<file path="src/rtl/uart_bus_master.sv">
// uart_bus_master: UART-driven debug initiator for the SoC word memory bus.
// Decodes 'W'/'R' frames from the rx byte stream, issues one bus access and
// streams the status or read data back through the tx handshake.
module uart_bus_master #(
  parameter int BUS_TIMEOUT   = 1024,
  parameter int FRAME_TIMEOUT = 1_000_000
) (
  input  logic        clk,
  input  logic        resetn,
  input  logic        rx_valid,
  input  logic [7:0]  rx_data,
  output logic        tx_valid,
  output logic [7:0]  tx_data,
  input  logic        tx_ready,
  output logic        mem_valid,
  output logic [31:0] mem_addr,
  output logic [31:0] mem_wdata,
  output logic [3:0]  mem_wstrb,
  input  logic [31:0] mem_rdata,
  input  logic        mem_ready,
  output logic        active
);

  localparam int BUS_W = $clog2(BUS_TIMEOUT + 1);
  localparam int FRM_W = $clog2(FRAME_TIMEOUT + 1);
  localparam logic [BUS_W-1:0] BUS_LAST = BUS_W'(BUS_TIMEOUT - 1);
  localparam logic [FRM_W-1:0] FRM_LAST = FRM_W'(FRAME_TIMEOUT - 1);

  localparam logic [7:0] CMD_WRITE = 8'h57;
  localparam logic [7:0] CMD_READ  = 8'h52;
  localparam logic [7:0] RSP_ACK   = 8'h06;
  localparam logic [7:0] RSP_NAK   = 8'h15;
  localparam logic [7:0] RSP_TOUT  = 8'h54;

  typedef enum logic [2:0] {
    S_IDLE,
    S_ADDR,
    S_DATA,
    S_BUS,
    S_RESP
  } state_t;

  state_t           state_q, state_d;
  logic [7:0]       cmd_q, cmd_d;
  logic [31:0]      addr_q, addr_d;
  logic [31:0]      wdata_q, wdata_d;
  logic [31:0]      resp_q, resp_d;
  logic [1:0]       resp_cnt_q, resp_cnt_d;
  logic [1:0]       byte_cnt_q, byte_cnt_d;
  logic [BUS_W-1:0] bus_cnt_q, bus_cnt_d;
  logic [FRM_W-1:0] frm_cnt_q, frm_cnt_d;

  // State and datapath registers with synchronous active-low reset.
  always_ff @(posedge clk) begin
    if (!resetn) begin
      state_q    <= S_IDLE;
      cmd_q      <= '0;
      addr_q     <= '0;
      wdata_q    <= '0;
      resp_q     <= '0;
      resp_cnt_q <= '0;
      byte_cnt_q <= '0;
      bus_cnt_q  <= '0;
      frm_cnt_q  <= '0;
    end else begin
      state_q    <= state_d;
      cmd_q      <= cmd_d;
      addr_q     <= addr_d;
      wdata_q    <= wdata_d;
      resp_q     <= resp_d;
      resp_cnt_q <= resp_cnt_d;
      byte_cnt_q <= byte_cnt_d;
      bus_cnt_q  <= bus_cnt_d;
      frm_cnt_q  <= frm_cnt_d;
    end
  end

  // Frame decode, bus access sequencing and response shifting.
  always_comb begin
    state_d    = state_q;
    cmd_d      = cmd_q;
    addr_d     = addr_q;
    wdata_d    = wdata_q;
    resp_d     = resp_q;
    resp_cnt_d = resp_cnt_q;
    byte_cnt_d = byte_cnt_q;
    bus_cnt_d  = bus_cnt_q;
    frm_cnt_d  = frm_cnt_q;

    case (state_q)
      S_IDLE: begin
        if (rx_valid) begin
          cmd_d      = rx_data;
          byte_cnt_d = '0;
          frm_cnt_d  = '0;
          wdata_d    = '0;
          if (rx_data == CMD_WRITE || rx_data == CMD_READ) begin
            state_d = S_ADDR;
          end else begin
            resp_d     = {24'h0, RSP_NAK};
            resp_cnt_d = '0;
            state_d    = S_RESP;
          end
        end
      end

      S_ADDR: begin
        if (rx_valid) begin
          frm_cnt_d  = '0;
          addr_d     = {rx_data, addr_q[31:8]};
          byte_cnt_d = byte_cnt_q + 2'd1;
          if (byte_cnt_q == 2'd3) begin
            bus_cnt_d = '0;
            state_d   = (cmd_q == CMD_READ) ? S_BUS : S_DATA;
          end
        end else if (frm_cnt_q == FRM_LAST) begin
          frm_cnt_d = '0;
          state_d   = S_IDLE;
        end else begin
          frm_cnt_d = frm_cnt_q + FRM_W'(1);
        end
      end

      S_DATA: begin
        if (rx_valid) begin
          frm_cnt_d  = '0;
          wdata_d    = {rx_data, wdata_q[31:8]};
          byte_cnt_d = byte_cnt_q + 2'd1;
          if (byte_cnt_q == 2'd3) begin
            bus_cnt_d = '0;
            state_d   = S_BUS;
          end
        end else if (frm_cnt_q == FRM_LAST) begin
          frm_cnt_d = '0;
          state_d   = S_IDLE;
        end else begin
          frm_cnt_d = frm_cnt_q + FRM_W'(1);
        end
      end

      S_BUS: begin
        // A ready arriving on the final timeout cycle still wins.
        if (mem_ready) begin
          if (cmd_q == CMD_READ) begin
            resp_d     = mem_rdata;
            resp_cnt_d = 2'd3;
          end else begin
            resp_d     = {24'h0, RSP_ACK};
            resp_cnt_d = '0;
          end
          bus_cnt_d = '0;
          state_d   = S_RESP;
        end else if (bus_cnt_q == BUS_LAST) begin
          resp_d     = {24'h0, RSP_TOUT};
          resp_cnt_d = '0;
          bus_cnt_d  = '0;
          state_d    = S_RESP;
        end else begin
          bus_cnt_d = bus_cnt_q + BUS_W'(1);
        end
      end

      S_RESP: begin
        if (tx_ready) begin
          if (resp_cnt_q == 2'd0) begin
            state_d = S_IDLE;
          end else begin
            resp_d     = {8'h00, resp_q[31:8]};
            resp_cnt_d = resp_cnt_q - 2'd1;
          end
        end
      end

      default: state_d = S_IDLE;
    endcase
  end

  // Outputs decoded from state; bus fields are only driven during the access.
  always_comb begin
    tx_valid  = (state_q == S_RESP);
    tx_data   = tx_valid ? resp_q[7:0] : 8'h00;
    mem_valid = (state_q == S_BUS);
    mem_addr  = mem_valid ? {addr_q[31:2], 2'b00} : '0;
    mem_wdata = mem_valid ? wdata_q : '0;
    mem_wstrb = (mem_valid && cmd_q == CMD_WRITE) ? 4'hF : 4'h0;
    active    = (state_q != S_IDLE);
  end

endmodule

</file>
<file path="config.mk">
export PLATFORM = sky130hd
export DESIGN_NAME = uart_bus_master
export DESIGN_NICKNAME = d
export VERILOG_FILES = /design/src/rtl/uart_bus_master.sv
export SDC_FILE = /design/constraint.sdc
export NUM_CORES = 1
export LEC_CHECK = 0
export ABC_AREA = 1
export BUFFER_PORTS_ARGS = -buffer_cell sky130_fd_sc_hd__buf_2
export CORE_AREA = 2 2 133 135
export DETAILED_ROUTE_END_ITERATION = 10
export DIE_AREA = 0 0 135 137
export PLACE_DENSITY_LB_ADDON = 0.15
export SYNTH_ARGS = -nofsm -noshare
export SYNTH_HDL_FRONTEND = slang
export SYNTH_SLANG_ARGS = --single-unit
</file>
<file path="constraint.sdc">
create_clock -name clk -period 2.86 [get_ports clk]
set_input_delay 0.286 -clock clk [delete_from_list [all_inputs] [get_ports clk]]
set_output_delay 0.286 -clock clk [all_outputs]
set_load 0.01 [all_outputs]
</file>
* Word level (Yosys, flattened, before mapping)
Cells that the tools add are included.
Widths: inputs -> output; s select.
** Operators by class
- Add/subtract/negate cells :: 4
- Equal/unequal tests :: 22
- Mux-type cells :: 48
- Reduce and logical (&&, ||, !) cells :: 18
** Operators by type and width (count)
- $mux 32 :: 11
- $pmux 32 s3 :: 1
- $pmux 32 s2 :: 1
- $mux 20 :: 3
- $mux 11 :: 4
- $pmux 20 s2 :: 1
- $mux 3 :: 11
- $eq 8x7->1 const B :: 4
- $pmux 11 s2 :: 1
- $add 20x1->20 const B :: 1
- $eq 20x20->1 const B :: 1
- $mux 2 :: 9
- $pmux 3 s5 :: 1
- $reduce_and 6->1 :: 2
- $add 11x1->11 const B :: 1
- $eq 11x10->1 const B :: 1
- $reduce_and 3->1 :: 3
- $mux 8 :: 1
- $ne 2x1->1 const B :: 4
- $ne 2x2->1 const B :: 4
- $eq 3x2->1 const B :: 2
- $ne 3x3->1 const B :: 2
- $pmux 2 s3 :: 1
- $reduce_and 2->1 :: 3
- 16 further kinds :: 19
** Word-level totals
- Register bits :: 142
- Input bits :: 45
- Output and inout bits :: 79

* Logic depth before layout (Yosys ltp)
- Depth in word-level cells :: 5
- Depth in mapped cells :: 12
- Gate-level depth less buffers :: 12

* Worst setup path before layout
Ideal clock, no wire load.
- Kind :: reg-to-output
- Start point :: register state_q[1]
- End point :: output port mem_wstrb[1]
- Arrival :: 1682 ps
- Required time :: 2574 ps
- Path slack :: 892 ps
- Cell stages (with the launch flop) :: 8
- Path buffers :: 3
- Cells stage by stage :: dfxtp_1 buf_4 nand2_1 nor2_4 inv_2 clkbuf_1 nor3_1 buf_4
** Between the ends
- Word-level cells in the longest chain between the ends :: 3
** Ends and longest elaborated chain
- from (decl) :: line 43 : state_t state_q, state_d;
- from (signal assigned) :: line 66 : state_q <= state_d;
- $eq 3x2->1 :: line 182 : mem_valid = (state_q == S_BUS);
- $logic_and 1x1->1 :: line 185 : mem_wstrb = (mem_valid && cmd_q == CMD_WRITE) ? 4'hF : 4'h0;
- $mux 4 :: line 185
- to (decl) :: line 18 : output logic [3:0] mem_wstrb,
No other way between the ends.

* Final worst setup path
- Start point :: register state_q[0]
- End point :: output port mem_wdata[30]
** Between the ends
- Word-level cells in the longest chain between the ends :: 2
** Ends and longest elaborated chain
- $eq 3x2->1 :: line 182
- $mux 32 :: line 184 : mem_wdata = mem_valid ? wdata_q : '0;
- to (decl) :: line 17 : output logic [31:0] mem_wdata,
No other way between the ends.

==> impl_metrics.csv <==
group,metric,value,unit
detailed_routing,ant_nets,0,
sta,final-max-slew-violation-count,0,
setup_path,critical_path_required,2570,ps
cells_and_area,flow.area_growth_from_synthesis,20.2,%
cts,tritoncts_num_sinks,140,
detailed_routing,finalWirelength,16300,um
sta,worst_pin_slew,837,ps
run_status,status,"completed",
cells_and_area,post_route_cells_drive_above_1_share,0.169,
cts,clock_latency,420,ps
sta,fin_setup_tns,0,ps
cts,cts-buffers-inserted,17,
cells_and_area,final_nets,1149,
logic_synthesis,syn-cell-area,6710,um^2
cts,holdBufCountCts,0,
floorplan,core,17100,um^2
floorplan,die_y,137,um
detailed_routing,detailedRoute.firstIterationViolations,379,
grt,grt_start_max_net_pins,65,
pwr,cellPowerDensity,667,nW/um^2
pwr,p_leak,3.42,nW
logic_synthesis,synthArstFlopShare,0,
setup_path,setup.worst_path.end_class,"primary output",
logic_synthesis,synthCells,1005,
place,finalWeightedCongestion,0.882,
grt,grt_overflow,0,
cts,clock_tree.buffer_depth,2,
job,cap_violations,0,
cts,tritoncts,"done",
detailed_routing,avgViaCountPerCell,4.67,
setup_path,critPathKind,"flip-flop to primary output",
detailed_routing,drc,0,
sta,rsz0062_at_grt,"no",
floorplan,std_cell_rows,48,
cts,post-cts-setup-buffer-count,0,
place,port-buffer-count,121,
logic_synthesis,ys_seq_elements,140,
floorplan,die_area,18500,um^2
floorplan,die_x_extent,135,um
logic_synthesis,synth_flop_cell,"sky130_fd_sc_hd__dfxtp_1",
grt,grt_pass1_vias,5772,
grt,grt_util_all_layers,0.180,
sta,timing.final.hold_violations,0,
floorplan,starting_density_of_the_core,0.394,
cells_and_area,mostFrequentLayoutCells,"197 x sky130_fd_sc_hd__nor2_1, 168 x sky130_fd_sc_hd__nand2_1, 140 x sky130_fd_sc_hd__dfxtp_1",
sta,min_period,2220,ps
grt,antenna_violations_before_repair,0,
grt,grt_use_met1,0.242,
cells_and_area,mostFrequentLayoutCell,"sky130_fd_sc_hd__nor2_1",
logic_synthesis,synth_cell_types,34,
setup_path,critical_path_cell_count,6,
cts,clk_transition_reported_paths,60,ps
sta,achievable-frequency,450,MHz
sta,timing.final.setup_violations,0,
grt,grt-busiest-layer,"met2",
sta,final.hold.worst_slack,147,ps
setup_path,crit_path_max_fanout,64,
cts,root_buffer,"sky130_fd_sc_hd__clkbuf_16",
min_path,holdCritPathClass,"input port to flip-flop",
logic_synthesis,ys_seq_area_frac,0.417,
cells_and_area,antenna_cells_inserted,0,
logic_synthesis,yosysWarnings,0,
floorplan,boundaryPins,124,
cts,h-tree-depth,4,
logic_synthesis,syn_avg_cell_area,6.68,um^2
setup_path,critPathSlowestCell,"sky130_fd_sc_hd__buf_4",
setup_path,critical_path_buf_inv_count,3,
sta,period_share,0.778,
setup_path,worstPathArrival,1940,ps
grt,global_route.usage.met2,0.285,
setup_path,crit_path_start_kind,"flip-flop",
detailed_routing,detailedRoute.firstPassIterationCount,4,
detailed_routing,dr_total_vias,6253,
detailed_routing,avgRoutedWirePerCell,12.2,um
min_path,timing.hold.worst_path_depth,3,
pwr,ir_worst_vdd,0.000463,V
place,hpwl,11100,um
grt,grt_first_pass_wirelength,27000,um
grt,grtUsageMet3,0.0485,
setup_path,timing.reg2reg.worst_path_depth,10,
sta,timing.clock.skew,8.71,ps
sta,rel_slew_slack,0.441,
setup_path,critical_path.cell_chain,"nand2_1, nor2_4, inv_2, buf_4, nor2_1, buf_2",
cts,postCtsResizedCells,0,
setup_path,cpPeakStageDelay,520,ps
setup_path,critPathTopFamily,"buffers and inverters",
logic_synthesis,synth_edf_count,0,
==> synth_stat cells (3+ instances only) <==
master                     count  area share
sky130_fd_sc_hd__a211oi_1     34       0.038
sky130_fd_sc_hd__a21oi_1      92       0.069
sky130_fd_sc_hd__buf_1        12      0.0067
sky130_fd_sc_hd__buf_2        12      0.0089
sky130_fd_sc_hd__buf_4         7      0.0078
sky130_fd_sc_hd__clkbuf_1     26       0.015
sky130_fd_sc_hd__dfxtp_1     140        0.42
sky130_fd_sc_hd__ha_1          4      0.0075
sky130_fd_sc_hd__inv_1       132       0.074
sky130_fd_sc_hd__inv_2         8      0.0045
sky130_fd_sc_hd__nand2_1     168       0.094
sky130_fd_sc_hd__nand2_2       5      0.0047
sky130_fd_sc_hd__nand3_1      39       0.029
sky130_fd_sc_hd__nand4_1      15       0.014
sky130_fd_sc_hd__nor2_1      198        0.11
sky130_fd_sc_hd__nor2_2        5      0.0047
sky130_fd_sc_hd__nor3_1       15       0.011
sky130_fd_sc_hd__nor3b_1       4      0.0045
sky130_fd_sc_hd__nor4_1        3      0.0028
sky130_fd_sc_hd__o211ai_1      3      0.0034
sky130_fd_sc_hd__o21ai_0      57       0.042
sky130_fd_sc_hd__o21ai_1       3      0.0022
sky130_fd_sc_hd__xor2_1        8       0.010
==> through the flow <==
step	std cells	total power (W)	worst slack [ps]	util	area, um^2
2_1_floorplan	1006	0.00288	892	-	6720
3_3_place_gp	1306	0.00310	749	0.437	7450
3_5_place_dp	1306	0.00310	689	0.437	7450
4_1_cts	1338	0.00544	578	0.473	8070
5_1_grt	1338	0.00567	433	0.473	8070
6_report	1338	0.00538	636	0.473	8070
==> worst paths after layout <==
path	to	startpoint	slack [ps]
worst max-delay path	mem_wdata[30]	state_q[0]$_SDFFE_PN0P_	640
worst min-delay path	resp_q[31]$_SDFFE_PN0P_	mem_rdata[31]	150
worst max register to register	bus_cnt_q[9]$_SDFFE_PN0P_	state_q[0]$_SDFFE_PN0P_	720
worst min register to register	bus_cnt_q[10]$_SDFFE_PN0P_	bus_cnt_q[10]$_SDFFE_PN0P_	450
==> final cells by class <==
type	instances	area (um^2)
inverters	140	526
well taps	225	282
fillers	1829	8990
clock inverters	15	198
repair buffers	132	701
multi-input cells	669	3140
clock buffers	17	425
flip-flops and latches	140	2800
==> logic make-up (layout without fill, tap and decap cells) <==
kind of cell	count (synthesis)	count (layout)	synth area share
buffers and inverters	197	304	0.116
xor gates and xnor gates	10	10	0.0130
and+or+nand+nor	460	460	0.286
adders and majority gates	4	4	0.00745
other	1	2	0.000559
AOI/OAI and AO/OA	193	193	0.159
DFF	140	140	0.417
==> tightest hold or removal path, cell delays in order <==
cell                      delay (ps)
sky130_fd_sc_hd__buf_2            90
sky130_fd_sc_hd__nand4_1          70
sky130_fd_sc_hd__a21oi_1          60
==> registers in the layout, indices dropped and copies added, names as in the netlist <==
| signal | count |
|---|---|
| byte_cnt_q | 2 |
| resp_cnt_q | 2 |
| addr_q | 30 |
| frm_cnt_q | 20 |
| bus_cnt_q | 11 |
| wdata_q | 32 |
| resp_q | 32 |
| state_q | 3 |
| cmd_q | 8 |
==> layer usage <==
metal / vias to the layer above / part of all wire
met2: 130 / 0.45
li1: 3379 / -
met3: 13 / 0.049
met5: - / 0
met1: 2731 / 0.49
met4: 0 / 0.011
==> power breakdown <==
group          internal, W  switching [W]
combinational     0.000287       0.000579
clock              0.00141       0.000921
sequential         0.00212      0.0000664
Note: power is estimated with default switching activity, not from simulation.
